[src/rtl/rep_execute_block_nlane.sv]
// N-lane run-length expander: pops groups of LANES {oper,data} entries, emits <oper> copies
// of each data word packed densely into LANES-wide beats, with backpressure and partial flush.
module rep_execute_block_nlane #(
  parameter int DATA_W = 8,
  parameter int OPER_W = 4,
  parameter int LANES  = 2
) (
  input  logic                              clk,
  input  logic                              nReset,
  input  logic                              run,
  input  logic [LANES*(OPER_W+DATA_W)-1:0]  zip_data,
  input  logic                              in_empty,
  output logic                              rd_req,
  output logic [LANES*DATA_W-1:0]           data_out,
  output logic [LANES-1:0]                  data_out_mask,
  output logic                              data_out_vd_o,
  input  logic                              data_out_ready,
  output logic                              busy
);

  localparam int ENTRY_W = OPER_W + DATA_W;
  localparam int BUF_N   = 2 * LANES;
  localparam int CNT_W   = $clog2(BUF_N + 1);
  localparam int PTR_W   = (LANES > 1) ? $clog2(LANES) : 1;

  localparam logic [1:0] S_IDLE   = 2'd0;
  localparam logic [1:0] S_FETCH  = 2'd1;
  localparam logic [1:0] S_EXPAND = 2'd2;
  localparam logic [1:0] S_FLUSH  = 2'd3;

  logic [1:0]        state_q, state_d;
  logic              armed_q;
  logic [OPER_W-1:0] grp_oper_q [LANES];
  logic [DATA_W-1:0] grp_data_q [LANES];
  logic [PTR_W-1:0]  ptr_q, ptr_d, ptr_nxt;
  logic [OPER_W-1:0] rem_q, rem_d;
  logic [DATA_W-1:0] pbuf_q [BUF_N];
  logic [DATA_W-1:0] pbuf_d [BUF_N];
  logic [CNT_W-1:0]  cnt_q, cnt_d, post_cnt, take;

  logic out_free, drain, append, entry_done, last_lane, group_done;
  logic fetch_go, flush_go, out_load;
  logic [LANES*DATA_W-1:0] out_data_d;
  logic [LANES-1:0]        out_mask_d;

  // Handshake and per-cycle control. A drain frees space before the append decision.
  always_comb begin
    out_free   = !data_out_vd_o || data_out_ready;
    drain      = (cnt_q >= CNT_W'(LANES)) && out_free;
    post_cnt   = drain ? cnt_q - CNT_W'(LANES) : cnt_q;
    take       = (int'(rem_q) >= LANES) ? CNT_W'(LANES) : CNT_W'(rem_q);
    last_lane  = (ptr_q == PTR_W'(LANES - 1));
    ptr_nxt    = last_lane ? ptr_q : ptr_q + 1'b1;
    append     = (state_q == S_EXPAND) && (rem_q != '0) && (post_cnt < CNT_W'(LANES));
    entry_done = (state_q == S_EXPAND) &&
                 ((rem_q == '0) || (append && (rem_q == OPER_W'(take))));
    group_done = entry_done && last_lane;
    fetch_go   = armed_q && run && !in_empty && ((state_q == S_IDLE) || group_done);
    flush_go   = (state_q == S_FLUSH) && out_free;
  end

  assign rd_req = fetch_go;
  assign busy   = (state_q != S_IDLE) || (cnt_q != '0) || data_out_vd_o;

  // NOTE: every variable assigned in an always_comb gets a default first, so no path infers a latch.
  always_comb begin
    pbuf_d = pbuf_q;
    if (drain) begin
      for (int i = 0; i < LANES; i++)     pbuf_d[i] = pbuf_q[i + LANES];
      for (int i = LANES; i < BUF_N; i++) pbuf_d[i] = '0;
    end
    if (append) begin
      for (int i = 0; i < BUF_N; i++)
        if (i >= int'(post_cnt) && i < int'(post_cnt) + int'(take))
          pbuf_d[i] = grp_data_q[ptr_q];
    end
    cnt_d = post_cnt + (append ? take : '0);
    if (flush_go) begin
      cnt_d = '0;
      for (int i = 0; i < BUF_N; i++) pbuf_d[i] = '0;
    end
  end

  // Beat contents: a full drain takes the oldest LANES words; a flush takes only the cnt valid ones.
  always_comb begin
    out_load   = drain || flush_go;
    out_data_d = '0;
    out_mask_d = '0;
    for (int i = 0; i < LANES; i++) begin
      if (drain || (CNT_W'(i) < cnt_q)) begin
        out_data_d[i*DATA_W +: DATA_W] = pbuf_q[i];
        out_mask_d[i] = 1'b1;
      end
    end
  end

  always_comb begin
    state_d = state_q;
    ptr_d   = ptr_q;
    rem_d   = rem_q;
    case (state_q)
      S_IDLE: begin
        if (fetch_go)
          state_d = S_FETCH;
        else if (!run && (cnt_q != '0) && (cnt_q < CNT_W'(LANES)))
          state_d = S_FLUSH;
      end
      S_FETCH: begin
        ptr_d   = '0;
        rem_d   = zip_data[DATA_W +: OPER_W];
        state_d = S_EXPAND;
      end
      S_EXPAND: begin
        if (entry_done) begin
          if (last_lane) begin
            rem_d   = '0;
            state_d = fetch_go ? S_FETCH : S_IDLE;
          end else begin
            ptr_d = ptr_nxt;
            rem_d = grp_oper_q[ptr_nxt];
          end
        end else if (append) begin
          rem_d = rem_q - OPER_W'(take);
        end
      end
      S_FLUSH: begin
        if (out_free) state_d = S_IDLE;
      end
      default: state_d = S_IDLE;
    endcase
  end

  // NOTE: the group register and pack buffer are reset too, so a reset discards any pending work.
  always_ff @(posedge clk or negedge nReset) begin
    if (!nReset) begin
      state_q       <= S_IDLE;
      armed_q       <= 1'b0;
      ptr_q         <= '0;
      rem_q         <= '0;
      cnt_q         <= '0;
      data_out      <= '0;
      data_out_mask <= '0;
      data_out_vd_o <= 1'b0;
      for (int i = 0; i < LANES; i++) begin
        grp_oper_q[i] <= '0;
        grp_data_q[i] <= '0;
      end
      for (int i = 0; i < BUF_N; i++) pbuf_q[i] <= '0;
    end else begin
      // NOTE: sequential state uses non-blocking assignments only, so every flop sees pre-edge values.
      state_q <= state_d;
      armed_q <= 1'b1;
      ptr_q   <= ptr_d;
      rem_q   <= rem_d;
      cnt_q   <= cnt_d;
      pbuf_q  <= pbuf_d;
      if (state_q == S_FETCH) begin
        for (int i = 0; i < LANES; i++) begin
          grp_oper_q[i] <= zip_data[i*ENTRY_W + DATA_W +: OPER_W];
          grp_data_q[i] <= zip_data[i*ENTRY_W +: DATA_W];
        end
      end
      if (out_load) begin
        data_out      <= out_data_d;
        data_out_mask <= out_mask_d;
        data_out_vd_o <= 1'b1;
      end else if (data_out_vd_o && data_out_ready) begin
        data_out_vd_o <= 1'b0;
      end
    end
  end

endmodule
[config.mk]
export PLATFORM = sky130hd
export DESIGN_NAME = rep_execute_block_nlane
export DESIGN_NICKNAME = d
export VERILOG_FILES = /design/src/rtl/rep_execute_block_nlane.sv
export SDC_FILE = /design/constraint.sdc
export NUM_CORES = 1
export LEC_CHECK = 0
export BUFFER_PORTS_ARGS = -buffer_cell sky130_fd_sc_hd__buf_4
export CORE_MARGIN = 4
export CORE_UTILIZATION = 26
export CTS_BUF_LIST = sky130_fd_sc_hd__clkbuf_2
export CTS_CLUSTER_SIZE = 20
export DETAILED_ROUTE_END_ITERATION = 7
export SLEW_MARGIN = 15
export SYNTH_ARGS = -nofsm -noshare
export SYNTH_HDL_FRONTEND = slang
export SYNTH_SLANG_ARGS = --single-unit
[constraint.sdc]
create_clock -name clk -period 5.16 [get_ports clk]
set_clock_uncertainty 0.2 [all_clocks]
set_input_delay 0.258 -clock clk [delete_from_list [all_inputs] [get_ports clk]]
set_output_delay 0.258 -clock clk [all_outputs]
set_load 0.01 [all_outputs]
==> results_dict.tcl, run 1 <==
set metrics [dict create \
    hpwl_mm 7.302 \
    post-route-period-util_pct 84.50 \
    seq_area_frac_synth_pct 48.85 \
    netlist_instances 443 \
    synth_fa_ha_area_share_pct 3.038 \
    grt_pass1_vias 3615 \
    status "finished, final reports clean" \
    postCtsSetupBuffers 0 \
    cts_max_path_buffers 2 \
    cts_max_level 3 \
    worst_pin_slew_ns 1.144 \
    synth_top_family_by_area "simple AND/OR/NAND/NOR gates" \
    gp_congestion 0.8209 \
    finalSetupTns_ns 0 \
    die_x_microns 135.1 \
    power_density_mw_per_mm2 602.8 \
    switching_power_uw 1460 \
    synth_xor_area_share_pct 0.6256 \
    clk_latency_ns 0.58 \
    antenna_cells 0 \
    fin_ws_ns 0.7997 \
    period_needed_ns 4.360 \
    seq_power_share_pct 34.3 \
    ys_ff_latch 82 \
    cts_made_buffers 9 \
    synth_compound_area_share_pct 15.55 \
    cts_tree "built" \
    nets 546 \
    initial_core_util_pct 26.44 \
    rows 46 \
    synth_top_area_cell "dfrtp_1" \
    portBuffers 49 \
    criticalPathCategory "reg2reg" \
    drive_above_1_share_pct 16.76 \
    critPathMaxFanout 18 \
    grt_overflow 0 \
    synth_area_leaders "dfrtp_1 49%, nand2_1 9.8%, o311ai_0 2.7%" \
    grt_max_degree 83 \
    drtAntennaViolNets 0 \
    drv_slew 0 \
    drc_errors 0 \
    antenna_found_initial 0 \
    post_drt_wl_per_cell_microns 14.92 \
    synth_top_area_share_pct 48.85 \
    synth_area_sq_mm 0.004200 \
    postCtsResizedCells 0 \
    grtUsageTotal_pct 12.57 \
    yosys_warnings 0 \
    clockRootBuffer "clkbuf_2" \
    switching_share_pct 47.12 \
    hold_path.class "in2async" \
    syn_to_final_growth_pct 22.34 \
    intPower_uw 1638 \
    dr.pass1.iters 4 \
    crit_arrival_ns 4.64 \
    core_sq_mm 0.01589 \
    clock_power_share_pct 10.4 \
    synth_cell_type_count 51 \
    grt_pass1_wl_mm 18.44 \
    fmax_mhz 229.3 \
    vias 3598 \
    avgSynthCellArea_sq_um 9.481 \
    path_clk_slew_ns 0.20 \
    place_ws_ns 0.8252 \
    maxCapViolations 0 \
    cts_hold_buf 30 \
    cp_data_required_time_ns 5.44 \
    synth-simple-area-share_pct 23.03 \
    combPwrFrac_pct 55.3 \
    clock-sinks 82 \
    critPathLaunchType "flop" \
    fin_util_pct 32.35 \
    critPathCaptureType "flop" \
    relSlewSlack_pct 23.48 \
    synth.area.mux_share_pct 4.558 \
    leakagePower_uw 0.002311 \
    wl_mm 10.88 \
    via_per_inst 4.936 \
    io_pins 50 \
    rsz0062_at_grt "false" \
    first_iter_violations 228 \
    max-vdd-ir-drop_uv 199.2 \
    hold_violations 0 \
    num-fill-cells 1696 \
    die_y_microns 135.1 \
    die_area_sq_mm 0.01825 \
    setup_viol 0 \
]
## state kept, by name (all words and copies together), names as in the netlist
name,flops
armed_q,1
state_q,2
data_out_vd_o,1
cnt_q,3
grp_oper_q,4
rem_q,4
grp_data_q,16
data_out_mask,2
data_out,16
last_lane,1
pbuf_q,32
## per-layer routing
layer / GRT usage (%) / part of all wire, %
met5: 0 / 0
met4: 3.919 / 1.4
met3: 3.502 / 5.0
met2: 19.80 / 46
met1: 16.83 / 47
## kinds of logic after synthesis
family / count (synthesis)
AND/OR/NAND/NOR: 204
AO/OA/AOI/OAI: 88
flip-flops: 82
buffers and inverters: 37
multiplexers: 18
adder cells (fa/ha/maj): 9
XOR/XNOR: 3
other: 2
## final cells by class
cell class              instances  area, sq um  share of cell area (%)
clock buffers                  11        55.05                   1.071
clock inverters                 5        45.04                  0.8766
inverters                       6        22.52                  0.4383
multi-input cells             325         1984                   38.62
flip-flops and latches         82         2052                   39.93
well taps                     216        270.3                   5.259
repair buffers                 84        709.4                   13.81
## power groups by stage
stage,Sequential (uW),Combinational (uW),Clock [uW]
3_3_place_gp,1070,1620,0
3_5_place_dp,1080,1670,0
4_1_cts,1070,1700,341
2_1_floorplan,1050,1250,0
6_report,1060,1710,323
5_1_grt,1110,1890,364
## worst paths after layout
kind                          startpoint        endpoint  slack [ns]  cells after the start
min reg2reg                grp_data_q[8]   grp_data_q[8]        0.29                      2
min in group clk             zip_data[7]  grp_data_q[15]        0.20                      4
max reg2reg                     cnt_q[1]      pbuf_q[18]        0.80                     11
max                             cnt_q[1]      pbuf_q[18]        0.80                     11
max in group asynchronous         nReset        rem_q[3]        4.16                      2
min                               nReset     data_out[1]        0.06                      2
## critical path: stages (launching register included)
cell and delay [ns]:
dfrtp_1 0.49, inv_1 0.10, ha_1 0.27, a21oi_2 0.47
buf_4 0.33, mux2i_1 0.15, ha_1 0.33, and4bb_1 0.22
a21oi_1 0.62, nor2_1 0.29, or3_1 0.51, a311oi_1 0.29
## synth_stat cells (all sizes together)
library cell and count:
a211o 2, a211oi 6, a21o 5, a21oi 23, a22o 8, a22oi 1, a311oi 12, a31oi 1
and2 3, and3 3, and4bb 1, buf 15, clkbuf 16, conb 2, dfrtp 82, fa 2
ha 7, inv 6, mux2 9, mux2i 9, nand2 112, nand2b 5, nand3 9, nand3b 1
nand4 16, nor2 23, nor2b 3, nor3 8, nor4 9, o2111ai 1, o211ai 6, o21a 1
o21ai 4, o21bai 1, o311ai 16, o31ai 1, or3 10, or4 1, xnor2 3
## cells in the final DEF, fill, tap and decap left out, drive strengths merged, types with 4 or more instances in the layout
cell type	count
clkinv	4
clkbuf	11
nand3	9
dlygate4sd3	30
a22o	8
nor4	9
nand4	16
mux2	9
nor3	8
a211oi	6
buf	54
inv	6
dfrtp	82
mux2i	9
a21o	5
or3	10
o311ai	16
nand2b	5
nand2	112
o211ai	6
o21ai	4
ha	7
a311oi	12
nor2	23
a21oi	23
## per-stage QoR
step           hold slack (ns)  power [uW]  instances  area (sq um)
2_1_floorplan          -0.2376        2300        444          4204
6_report               0.05717        3098        729          5139
4_1_cts                 0.1531        3104        729          5127
3_5_place_dp            0.2526        2748        683          4727
5_1_grt                 0.1019        3361        729          5139
3_3_place_gp            0.2494        2690        683          4727
No activity file was read; power rests on OpenSTA's default activity.
==> run 2, diff against run 1 <==
- clock period: 5.16 -> 4.2 ns (I/O delays scaled with it)
==> run 2 against run 1 <==
Largest cell class unchanged. Wire length shrank 1.4%. Power increased by 26%. Design area is 1.0% higher. Combinational power grew 25%. Count of clock-buffer cells in the layout decreased by 1. Cell count rose by 0.55%. Global-route usage shrank 0.51 points. Largest power group unchanged. Die area stayed put. Non-clock buffer count up 4. Critical endpoint is now pbuf_q[22].
==> results_dict.tcl, run 2 (same netlist as run 1, synthesis figures left out) <==
set metrics [dict create \
    place_ws_ns 0.7241 \
    switching_power_uw 1791 \
    r2r_end "pbuf_q[22]" \
    dr.pass1.iters 4 \
    cts_max_path_buffers 2 \
    cp_data_required_time_ns 4.43 \
    crit_chain "inv_1, ha_1, a21oi_2, buf_4, mux2i_1, ha_1, and4bb_1, a21oi_1, buf_4, nor2_1, or3_1, a311oi_1" \
    finalSetupTns_ns 0 \
    fin_util_pct 32.69 \
    vias 3592 \
    initial_core_util_pct 26.44 \
    core_sq_mm 0.01589 \
    critPathCaptureType "flop" \
    slowest_stage "dfrtp_1" \
    hpwl_mm 7.308 \
    syn_to_final_growth_pct 23.62 \
    intPower_uw 2105 \
    criticalPathCategory "reg2reg" \
    post-route-period-util_pct 84.94 \
    first_iter_violations 213 \
    placed_area_sq_mm 0.004757 \
    cts_made_buffers 9 \
    via_per_inst 4.900 \
    routed-wl-met2_mm 4.996 \
    rsz0062_at_grt "false" \
    io_pins 50 \
    grt_pass1_wl_mm 17.89 \
    reg_top3 "pbuf_q (32), data_out (16), grp_data_q (16)" \
    layout_commonest_cell "nand2_1" \
    grt_max_degree 83 \
    critPathLaunchType "flop" \
    die_y_microns 135.1 \
    top_layer "met4" \
    critPathMaxFanout 18 \
    post_drt_wl_per_cell_microns 14.62 \
    worst_pin_slew_ns 1.168 \
    antenna_found_initial 0 \
    wl_mm 10.72 \
    path_clk_slew_ns 0.22 \
    power_density_mw_per_mm2 750.2 \
    regMostFlops "pbuf_q" \
    largest_reg_flops 32 \
    seq_power_share_pct 33.4 \
    final_cells 733 \
    fin_ws_ns 0.6325 \
    die_area_sq_mm 0.01825 \
    fmax_mhz 280.3 \
    r2r_cells 12 \
    switching_share_pct 45.97 \
    cts_tree "built" \
    combPwrFrac_pct 54.8 \
    die_x_microns 135.1 \
    reg2reg_slack_ns 0.63 \
    hold_violations 0 \
    clock_power_share_pct 11.8 \
    met1_length_mm 4.907 \
    dp_cells 687 \
    clockRootBuffer "clkbuf_2" \
    relSlewSlack_pct 21.86 \
    drtAntennaViolNets 0 \
    grt_overflow 0 \
    met3_length_microns 673 \
    portBuffers 49 \
    grtUsageTotal_pct 12.06 \
    leakagePower_uw 0.002341 \
    status "finished, final reports clean" \
    final_area_sq_mm 0.005192 \
    gp_congestion 0.8693 \
    crit_arrival_ns 3.80 \
    r2r-start "cnt_q[1]" \
    setup_viol 0 \
    crit_family "simple AND/OR/NAND/NOR gates" \
    path_buf_inv 3 \
    maxCapViolations 0 \
    hold_path.class "in2async" \
    antenna_cells 0 \
    critical-path-max-stage-delay_ns 0.49 \
    drive_above_1_share_pct 17.99 \
    mostFrequentLayoutCells "110 x nand2_1, 82 x dfrtp_1, 57 x buf_4" \
    cts_max_level 3 \
    grt_pass1_vias 3489 \
    period_needed_ns 3.567 \
    clk_latency_ns 0.53 \
    drc_errors 0 \
    max-vdd-ir-drop_uv 296.0 \
    clock-sinks 82 \
    nets 550 \
    rows 46 \
    drv_slew 0 \
]
==> run 2: metal layers <==
metal  vias up  GRT usage (%)
met5         -              0
met4         0          3.247
li1       1723              -
met3        14          3.353
met2       120          18.50
met1      1735          16.79
==> run 2: final cells by class <==
| class | instances | area [sq um] |
|---|---|---|
| clock inverter | 6 | 81.33 |
| clock buffer | 10 | 50.05 |
| multi-input combinational | 325 | 1977 |
| tap | 216 | 270.3 |
| sequential | 82 | 2052 |
| timing repair buffer | 88 | 739.5 |
| inverter | 6 | 22.52 |
| fill | 1670 | 10690 |
==> run 2: worst max path at each step <==
stage / start / end / slack, ns / cells past startpoint
5_1_grt: cnt_q[2] / pbuf_q[22] / 0.39 / 13
3_3_place_gp: cnt_q[1] / pbuf_q[22] / 0.89 / 12
6_report: cnt_q[1] / pbuf_q[22] / 0.63 / 12
2_1_floorplan: cnt_q[1] / pbuf_q[24] / 0.62 / 13
3_5_place_dp: cnt_q[1] / pbuf_q[22] / 0.72 / 12
4_1_cts: cnt_q[1] / pbuf_q[22] / 0.65 / 12
==> run 2: metrics by stage <==
step                      power, uW  hold WS [ns]
after global placement         3330        0.2013
after CTS                      3914        0.1420
after floorplan                2826       -0.2856
after detailed placement       3422        0.2055
after global routing           4234       0.07067
final                          3896       0.03375
==> run 2: power by group through the flow <==
| stage | registers (uW) | logic (uW) | clock network (uW) |
|---|---|---|---|
| 6_report | 1300 | 2130 | 460 |
| 5_1_grt | 1350 | 2370 | 513 |
| 4_1_cts | 1300 | 2130 | 478 |
| 3_5_place_dp | 1320 | 2100 | 0 |
| 3_3_place_gp | 1310 | 2020 | 0 |
| 2_1_floorplan | 1280 | 1540 | 0 |
==> run 2: worst reg2reg max path, cell delays in order (launching register included) <==
cell and delay [ns]:
dfrtp_1 0.49, inv_1 0.11, ha_1 0.27, a21oi_2 0.20, buf_4 0.25, mux2i_1 0.14
ha_1 0.32, and4bb_1 0.22, a21oi_1 0.14, buf_4 0.18, nor2_1 0.14, or3_1 0.48
a311oi_1 0.32
==> run 2: what timing repair did <==
action                                 4_1_cts  5_1_grt
buffers inserted                             0        0
resized for setup                            0        0
setup endpoints to repair                    0        0
hold buffers                                30        0
endpoints found under the hold margin      109        0
